### config.mk
export PLATFORM = sky130hd
export DESIGN_NAME = led_sequencer
export DESIGN_NICKNAME = d
export VERILOG_FILES = /design/src/rtl/led_sequencer.sv
export SDC_FILE = /design/constraint.sdc
export NUM_CORES = 1
export LEC_CHECK = 0
export BUFFER_PORTS_ARGS = -buffer_cell sky130_fd_sc_hd__clkbuf_2
export CAP_MARGIN = 5
export CORE_MARGIN = 1
export CORE_UTILIZATION = 30
export CTS_BUF_LIST = sky130_fd_sc_hd__clkbuf_2 sky130_fd_sc_hd__clkbuf_4 sky130_fd_sc_hd__clkbuf_8
export DETAILED_ROUTE_END_ITERATION = 12
export GPL_ROUTABILITY_DRIVEN = 0
export GPL_TIMING_DRIVEN = 0
export HOLD_SLACK_MARGIN = 0.02
export PLACE_DENSITY_LB_ADDON = 0.3
export RECOVER_POWER = 25
export SKIP_LAST_GASP = 1
export SYNTH_ARGS = -nofsm -noshare
export SYNTH_HDL_FRONTEND = slang
export SYNTH_SLANG_ARGS = --single-unit
### constraint.sdc
create_clock -name clk_i -period 2.6 [get_ports clk_i]
set_clock_uncertainty 0.1 [all_clocks]
set_input_delay 0.52 -clock clk_i [delete_from_list [all_inputs] [get_ports clk_i]]
set_output_delay 0.52 -clock clk_i [all_outputs]
set_load 0.02 [all_outputs]
### src/rtl/led_sequencer.sv
// Bus-mapped LED pattern sequencer: plays a programmable bit pattern LSB first,
// one-shot or repeating, with each bit held for DIV+1 clocks.
module led_sequencer #(
    parameter int BaseAddress   = 0,
    parameter int address_width = 15,
    parameter int data_width    = 16
) (
    input  logic                     clk_i,
    input  logic                     reset_i,
    input  logic [address_width-1:0] address_i,
    output logic [data_width-1:0]    data_o,
    input  logic [data_width-1:0]    data_i,
    input  logic                     rd_wr_i,
    output logic                     led_o
);
    localparam int LW = $clog2(data_width) + 1;

    localparam logic [1:0] IDLE = 2'd0;
    localparam logic [1:0] RUN  = 2'd1;
    localparam logic [1:0] DONE = 2'd2;

    localparam logic [address_width-1:0] A_CTRL = address_width'(BaseAddress + 0);
    localparam logic [address_width-1:0] A_DIV  = address_width'(BaseAddress + 1);
    localparam logic [address_width-1:0] A_PAT  = address_width'(BaseAddress + 2);
    localparam logic [address_width-1:0] A_LEN  = address_width'(BaseAddress + 3);
    localparam logic [address_width-1:0] A_STAT = address_width'(BaseAddress + 4);

    localparam logic [LW-1:0] FULL_LEN = LW'(data_width);

    logic                  en_q, oneshot_q, done_q;
    logic [data_width-1:0] div_q, pat_q, pat_sh, presc, pat_shift;
    logic [LW-1:0]         len_q, len_sh, idx, len_eff;
    logic [1:0]            state;
    logic                  wr_ctrl, wr_div, wr_pat, wr_len, start, disable_run, last_bit;

    assign wr_ctrl = rd_wr_i && (address_i == A_CTRL);
    assign wr_div  = rd_wr_i && (address_i == A_DIV);
    assign wr_pat  = rd_wr_i && (address_i == A_PAT);
    assign wr_len  = rd_wr_i && (address_i == A_LEN);

    assign start       = wr_ctrl && data_i[2] && data_i[0];
    assign disable_run = wr_ctrl && !data_i[0] && (state == RUN);

    // Out-of-range lengths play the whole pattern width.
    assign len_eff  = (len_q == '0 || len_q > FULL_LEN) ? FULL_LEN : len_q;
    assign last_bit = (idx == len_sh - LW'(1));

    always_ff @(posedge clk_i) begin
        if (reset_i) begin
            en_q      <= 1'b0;
            oneshot_q <= 1'b0;
            done_q    <= 1'b0;
            div_q     <= '0;
            pat_q     <= '0;
            len_q     <= '0;
            pat_sh    <= '0;
            len_sh    <= '0;
            presc     <= '0;
            idx       <= '0;
            state     <= IDLE;
        end else begin
            if (wr_ctrl) begin
                en_q      <= data_i[0];
                oneshot_q <= data_i[1];
            end
            if (wr_div) div_q <= data_i;
            if (wr_pat) pat_q <= data_i;
            if (wr_len) len_q <= data_i[LW-1:0];

            if (start) begin
                state  <= RUN;
                presc  <= '0;
                idx    <= '0;
                pat_sh <= pat_q;
                len_sh <= len_eff;
                done_q <= 1'b0;
            end else if (disable_run) begin
                state <= IDLE;
            end else if (state == RUN) begin
                // >= so a DIV shrink mid-bit ends the bit next clock instead of wrapping presc
                if (presc >= div_q) begin
                    presc <= '0;
                    if (last_bit) begin
                        if (oneshot_q) begin
                            state  <= DONE;
                            done_q <= 1'b1;
                        end else begin
                            idx    <= '0;
                            pat_sh <= pat_q;
                            len_sh <= len_eff;
                        end
                    end else begin
                        idx <= idx + LW'(1);
                    end
                end else begin
                    presc <= presc + 1'b1;
                end
            end
        end
    end

    assign pat_shift = pat_sh >> idx;
    assign led_o     = (state == RUN) && pat_shift[0];

    always_comb begin
        data_o = '0;
        if (!rd_wr_i) begin
            case (address_i)
                A_CTRL:  data_o[1:0]    = {oneshot_q, en_q};
                A_DIV:   data_o         = div_q;
                A_PAT:   data_o         = pat_q;
                A_LEN:   data_o[LW-1:0] = len_q;
                A_STAT:  data_o[1:0]    = {done_q, state == RUN};
                default: data_o         = '0;
            endcase
        end
    end
endmodule

=== After elaboration in Yosys (flattened, before gate mapping) ===
Cells that the tools add are included.

* Flip-flop bits (word level): 84
* Output and inout bits: 17

* Multiplexer cells: 26
* Reduce and logical (&&, ||, !) cells: 28
* Eq/ne operators: 9
* Shift operators: 1
* Add/sub/neg operators: 3
* Bitwise logic cells: 1
* $lt $le $gt $ge: 2

{| class="wikitable"
|+ Operator list
! operator !! number
|-
| two-way mux 16 bit || 8
|-
| two-way mux 5 bit || 9
|-
| equality test 15 x 2 -> 1 bit (second input constant) || 2
|-
| one-hot mux 11 bit (2 select lines) || 1
|-
| adder 16 x 1 -> 16 bit (second input constant) || 1
|-
| >= comparator 16 bit || 1
|-
| right shift 16 x 5 -> 1 bit || 1
|-
| equality test 15 x 1 -> 1 bit (second input constant) || 1
|-
| equality test 15 x 3 -> 1 bit (second input constant) || 1
|-
| logical NOT 15 bit || 1
|-
| AND reduction 4 bit || 3
|-
| nonzero test 3 bit || 4
|-
| one-hot mux 2 bit (5 select lines) || 1
|-
| AND reduction 5 bit || 2
|-
| logical AND 1 bit || 9
|-
| one-hot mux 3 bit (3 select lines) || 1
|-
| two-way mux 1 bit || 6
|-
| nonzero test 2 bit || 3
|-
| adder 5 x 1 -> 5 bit (second input constant) || 1
|-
| equality test 5 bit || 1
|-
| > comparator 5 bit (second input constant) || 1
|-
| logical NOT 5 bit || 1
|-
| subtractor 5 x 1 -> 5 bit (second input constant) || 1
|-
| inequality test 2 bit (second input constant) || 2
|-
| other kinds (8) || 8
|}

=== Logic depth before layout (Yosys ltp) ===
* Depth in word-level cells: 9
* Depth in mapped cells: 9
* Depth with buffers taken out: 8

=== Least setup slack after synthesis ===
No wires, ideal clock.

* Path kind: input -> output
* From: input address_i[6]
* To: output data_o[10]
* Arrival: 2.110 ns
* Stages: 6
* Path slack: -0.130 ns
* Cells stage by stage: nor4_4 > nand3_2 > nor4b_4 > clkbuf_1 > a22oi_1 > nor2_1

* Longest elaborated chain between the ends: 3
* Elaborated cells between the ends (all ways): 4
* Classes of those cells: 2 x eq/ne; 2 x mux

{| class="wikitable"
|+ Ends and longest elaborated chain
! element !! line !! text
|-
| from (decl) || 10 || <nowiki>input logic [address_width-1:0] address_i,</nowiki>
|-
| equality test 15 x 2 -> 1 bit / equality test 15 x 1 -> 1 bit (equally long branches) || 108 || <nowiki>case (address_i)</nowiki>
|-
| one-hot mux 11 bit (2 select lines) * || 108 ||
|-
| two-way mux 16 bit * || 107 || <nowiki>if (!rd_wr_i) begin</nowiki>
|-
| to (decl) || 11 || <nowiki>output logic [data_width-1:0] data_o,</nowiki>
|}

Every way passes the cells marked *; elsewhere a longest branch is shown, timed or not.

=== Worst setup path in the final report ===
* From: register idx[0]
* To: output led_o

* Longest elaborated chain between the ends: 2

{| class="wikitable"
|+ Ends and longest elaborated chain
! element !! line !! text
|-
| from (decl) || 32 || <nowiki>logic [LW-1:0] len_q, len_sh, idx, len_eff;</nowiki>
|-
| from (signal assigned) || 93 || <nowiki>idx <= idx + LW'(1);</nowiki>
|-
| right shift 16 x 5 -> 1 bit || 102 || <nowiki>assign pat_shift = pat_sh >> idx;</nowiki>
|-
| logical AND 1 bit || 103 || <nowiki>assign led_o = (state == RUN) && pat_shift[0];</nowiki>
|-
| to (decl) || 14 || <nowiki>output logic led_o</nowiki>
|}

Every way passes these cells.

==> impl_metrics.toml <==
[power]
switching_share_pct = 22.1
leakage_nw = 2.24
cellPowerDensity_mw_per_mm2 = 422
pwr-share-clk_pct = 44.5
vdd_drop_max_mv = 0.212
p_int_w = 0.00198
p_comb_share_pct = 5.0
power_switching_w = 0.000563
power.share.sequential_pct = 50.4

[finish]
fill_cells = 1537
nNetsFinal = 682
drive_above_1_share_pct = 29.2
final_util_pct = 39.7
diodes = 0
final_common_cell = "nand2_1"
layout_common_cells = "77 x nand2_1, 76 x dfxtp_1, 38 x nor2_1"
syn_to_final_growth_pct = 29.0

[critical_path]
cp.arrival_ns = 2.21
endpoint = "led_o"
startpoint_type = "register"
crit_type = "register to primary output"
cp_data_required_time_ns = 1.98
cp_max_fo = 5
rr_endpoint = "pat_sh[10]"
setup.worst_path.start = "idx[0]"
r2r_setup_slack_ns = 0.08
end_kind = "primary output"
rr_startpoint = "div_q[15]"
r2r_cells = 11

[clocking]
clockBufferDepth = 2
root_buffer = "clkbuf_8"
cts_sinks = 84
cts_htree_levels = 3
cts_buffers = 9
cts_hold_buf = 0
cts_tree = "yes"
clk_latency_ns = 0.36
path_clk_slew_ns = 0.09

[global_routing]
grt_pass1_wl_mm = 20.7
grt-ovfl-total = 0
gr-usage-all-layers_pct = 16.3
grt_pass1_vias = 4159
grt_max_degree = 15
antenna_found_initial = 0

[synthesis]
netlist_instances = 544
syn_area_sq_mm = 0.00468
synth_seq_cells = 84
synth_compound_area_share_pct = 13.4
ys_seq_area_share_pct = 35.9
synth_nets = 598
yosys.area_share.simple_pct = 27.5
yosysWarnings = 0
avgSynthCellArea_sq_um = 8.61
synth_top_flop_cell = "dfxtp_1"
synthArstFlopShare_pct = 0
yosys.area_share.adder_pct = 5.34
muxShareOfSynthArea_pct = 9.06
synth-edff-count = 0
synth_top_family_by_area = "simple AND/OR/NAND/NOR gates"
synth-xor-area-share_pct = 3.74
synth_cell_type_count = 56

[timing]
fmax_mhz = 354
finalSetupViolations = 17
grt_setup_unrepaired = "true"
slew_headroom_pct = 27.5
slew_viol_final = 0
worstMarginPinSlew_ns = 1.08
setup_ws_ns = -0.226
fin_crit_ns = 2.83
period_share_pct = 109
hold_violations = 0

[flow_run]
maxCapViolCount = 0

[run_status]
failed_checks = "setup timing"
status = "finished, violations left"

[placed_design]
numPortBuffers = 48
dp_hpwl_mm = 9.39
dp_slack_ns = -0.483

[floorplan]
start_util_pct = 30.8
num_rows = 45
dieArea_sq_mm = 0.0161
core_sq_mm = 0.0152
die_h_um = 127
fp.dieW_um = 127
ios = 51

[drt]
wl_per_cell_um = 15.6
ant_nets = 0
first_pass_iters = 4
vias_per_cell = 4.97
drt_iter0_markers = 250
route.detailed.drc = 0
via_count = 4082
wl_mm = 12.8

[worst_hold_path]
hp-class = "input port to register"
holdCritStartpoint = "data_i[11]"
==> cell families after synthesis <==
group | after synthesis
simple gates | 240
compound gates | 92
flops | 84
buf+inv | 52
mux | 36
xor+xnor | 20
fa+ha+maj | 20
==> per-stage QoR <==
stage               instances  hold slack (ns)  power [W]  setup TNS, ns  area [sq um]
CTS                       807            0.267    0.00257          -2.74          5750
global route              821            0.264    0.00266          -2.82          6040
finish                    821            0.287    0.00255          -1.79          6040
global placement          780            0.343    0.00143          -9.39          5180
detailed placement        780            0.356    0.00143         -10.63          5180
floorplan                 544            0.331    0.00137              0          4710
==> worst max-delay path, cell delays in order (launching register included) <==
cell	delay, ns
dfxtp_2	0.34
buf_6	0.14
mux4_2	0.52
mux4_2	0.50
and3b_1	0.21
buf_6	0.13
==> final cells by class <==
type	instances	area, sq um	share of cell area, %
clock inverter	6	113	1.86
timing repair buffer	73	641	10.6
clock buffer	10	131	2.17
tap	188	235	3.89
sequential	84	1690	28.0
multi-input combinational	408	2960	49.0
inverter	24	90.1	1.49
buffer	28	179	2.96
==> per-layer routing <==
layer / track usage [%] / vias up / wire length [um]
li1: - / 2029 / -
met1: 22.2 / 1934 / 6410
met2: 25.0 / 107 / 5560
met3: 4.68 / 12 / 733
met4: 4.13 / 0 / 143
met5: 0 / - / 0
==> what timing repair did <==
item                                   in CTS  in global routing
endpoints found under the hold margin       0                  0
setup buffers                              10                 11
cloned                                      1                  3
pin swaps                                  20                 37
setup endpoints to repair                  48                 48
resized for setup                          53                 55
==> registers in the layout, indices dropped and copies added, names as in the netlist <==
name	count
len_sh	5
div_q	16
state	2
presc	16
idx	5
pat_sh	16
len_q	5
en_q	1
done_q	1
pat_q	16
oneshot_q	1
==> power by group through the flow <==
stage / clock [W] / sequential [W] / combinational, W
4_1_cts: 0.00117 / 0.00129 / 0.000121
5_1_grt: 0.00124 / 0.00129 / 0.000136
6_report: 0.00113 / 0.00128 / 0.000128
2_1_floorplan: 0 / 0.00132 / 0.0000556
3_3_place_gp: 0 / 0.00132 / 0.000112
3_5_place_dp: 0 / 0.00132 / 0.000114
==> Yosys cell counts, types with 2 or more instances <==
cell type / number / area share [%]
inv_1: 24 / 1.9
o21a_1: 3 / 0.48
and4b_1: 2 / 0.43
a21oi_2: 11 / 2.1
nor2_1: 52 / 4.2
buf_4: 2 / 0.32
o21ai_0: 6 / 0.64
and3_1: 3 / 0.40
mux2i_1: 30 / 6.4
nand4_1: 7 / 0.94
xnor2_1: 15 / 2.8
mux4_2: 5 / 2.4
nand3b_1: 2 / 0.32
o21ai_1: 5 / 0.53
nor4_4: 3 / 1.4
nand2b_1: 37 / 4.9
buf_6: 2 / 0.48
xor2_1: 5 / 0.94
ha_1: 20 / 5.3
dfxtp_1: 84 / 36
nor3_1: 10 / 1.1
buf_2: 7 / 0.75
and3b_1: 2 / 0.37
a22oi_1: 11 / 1.8
nand2_1: 77 / 6.2
nor2b_1: 6 / 0.80
and2_1: 4 / 0.53
a31oi_1: 4 / 0.53
and4_1: 3 / 0.56
a21o_1: 3 / 0.48
a21oi_1: 37 / 4.0
nand3_1: 9 / 0.96
clkbuf_1: 16 / 1.3
nand2_2: 10 / 1.3
nor4b_4: 2 / 1.0
or3b_2: 5 / 0.94
==> worst min path at each step <==
| stage | slack, ns | cells past startpoint | end |
|---|---|---|---|
| 6_report | 0.29 | 3 | div_q[11] |
| 5_1_grt | 0.26 | 3 | div_q[11] |
| 4_1_cts | 0.27 | 3 | div_q[12] |
| 3_5_place_dp | 0.36 | 2 | en_q |
| 3_3_place_gp | 0.34 | 2 | en_q |
| 2_1_floorplan | 0.33 | 2 | en_q |
No activity file was read; power rests on OpenSTA's default activity.
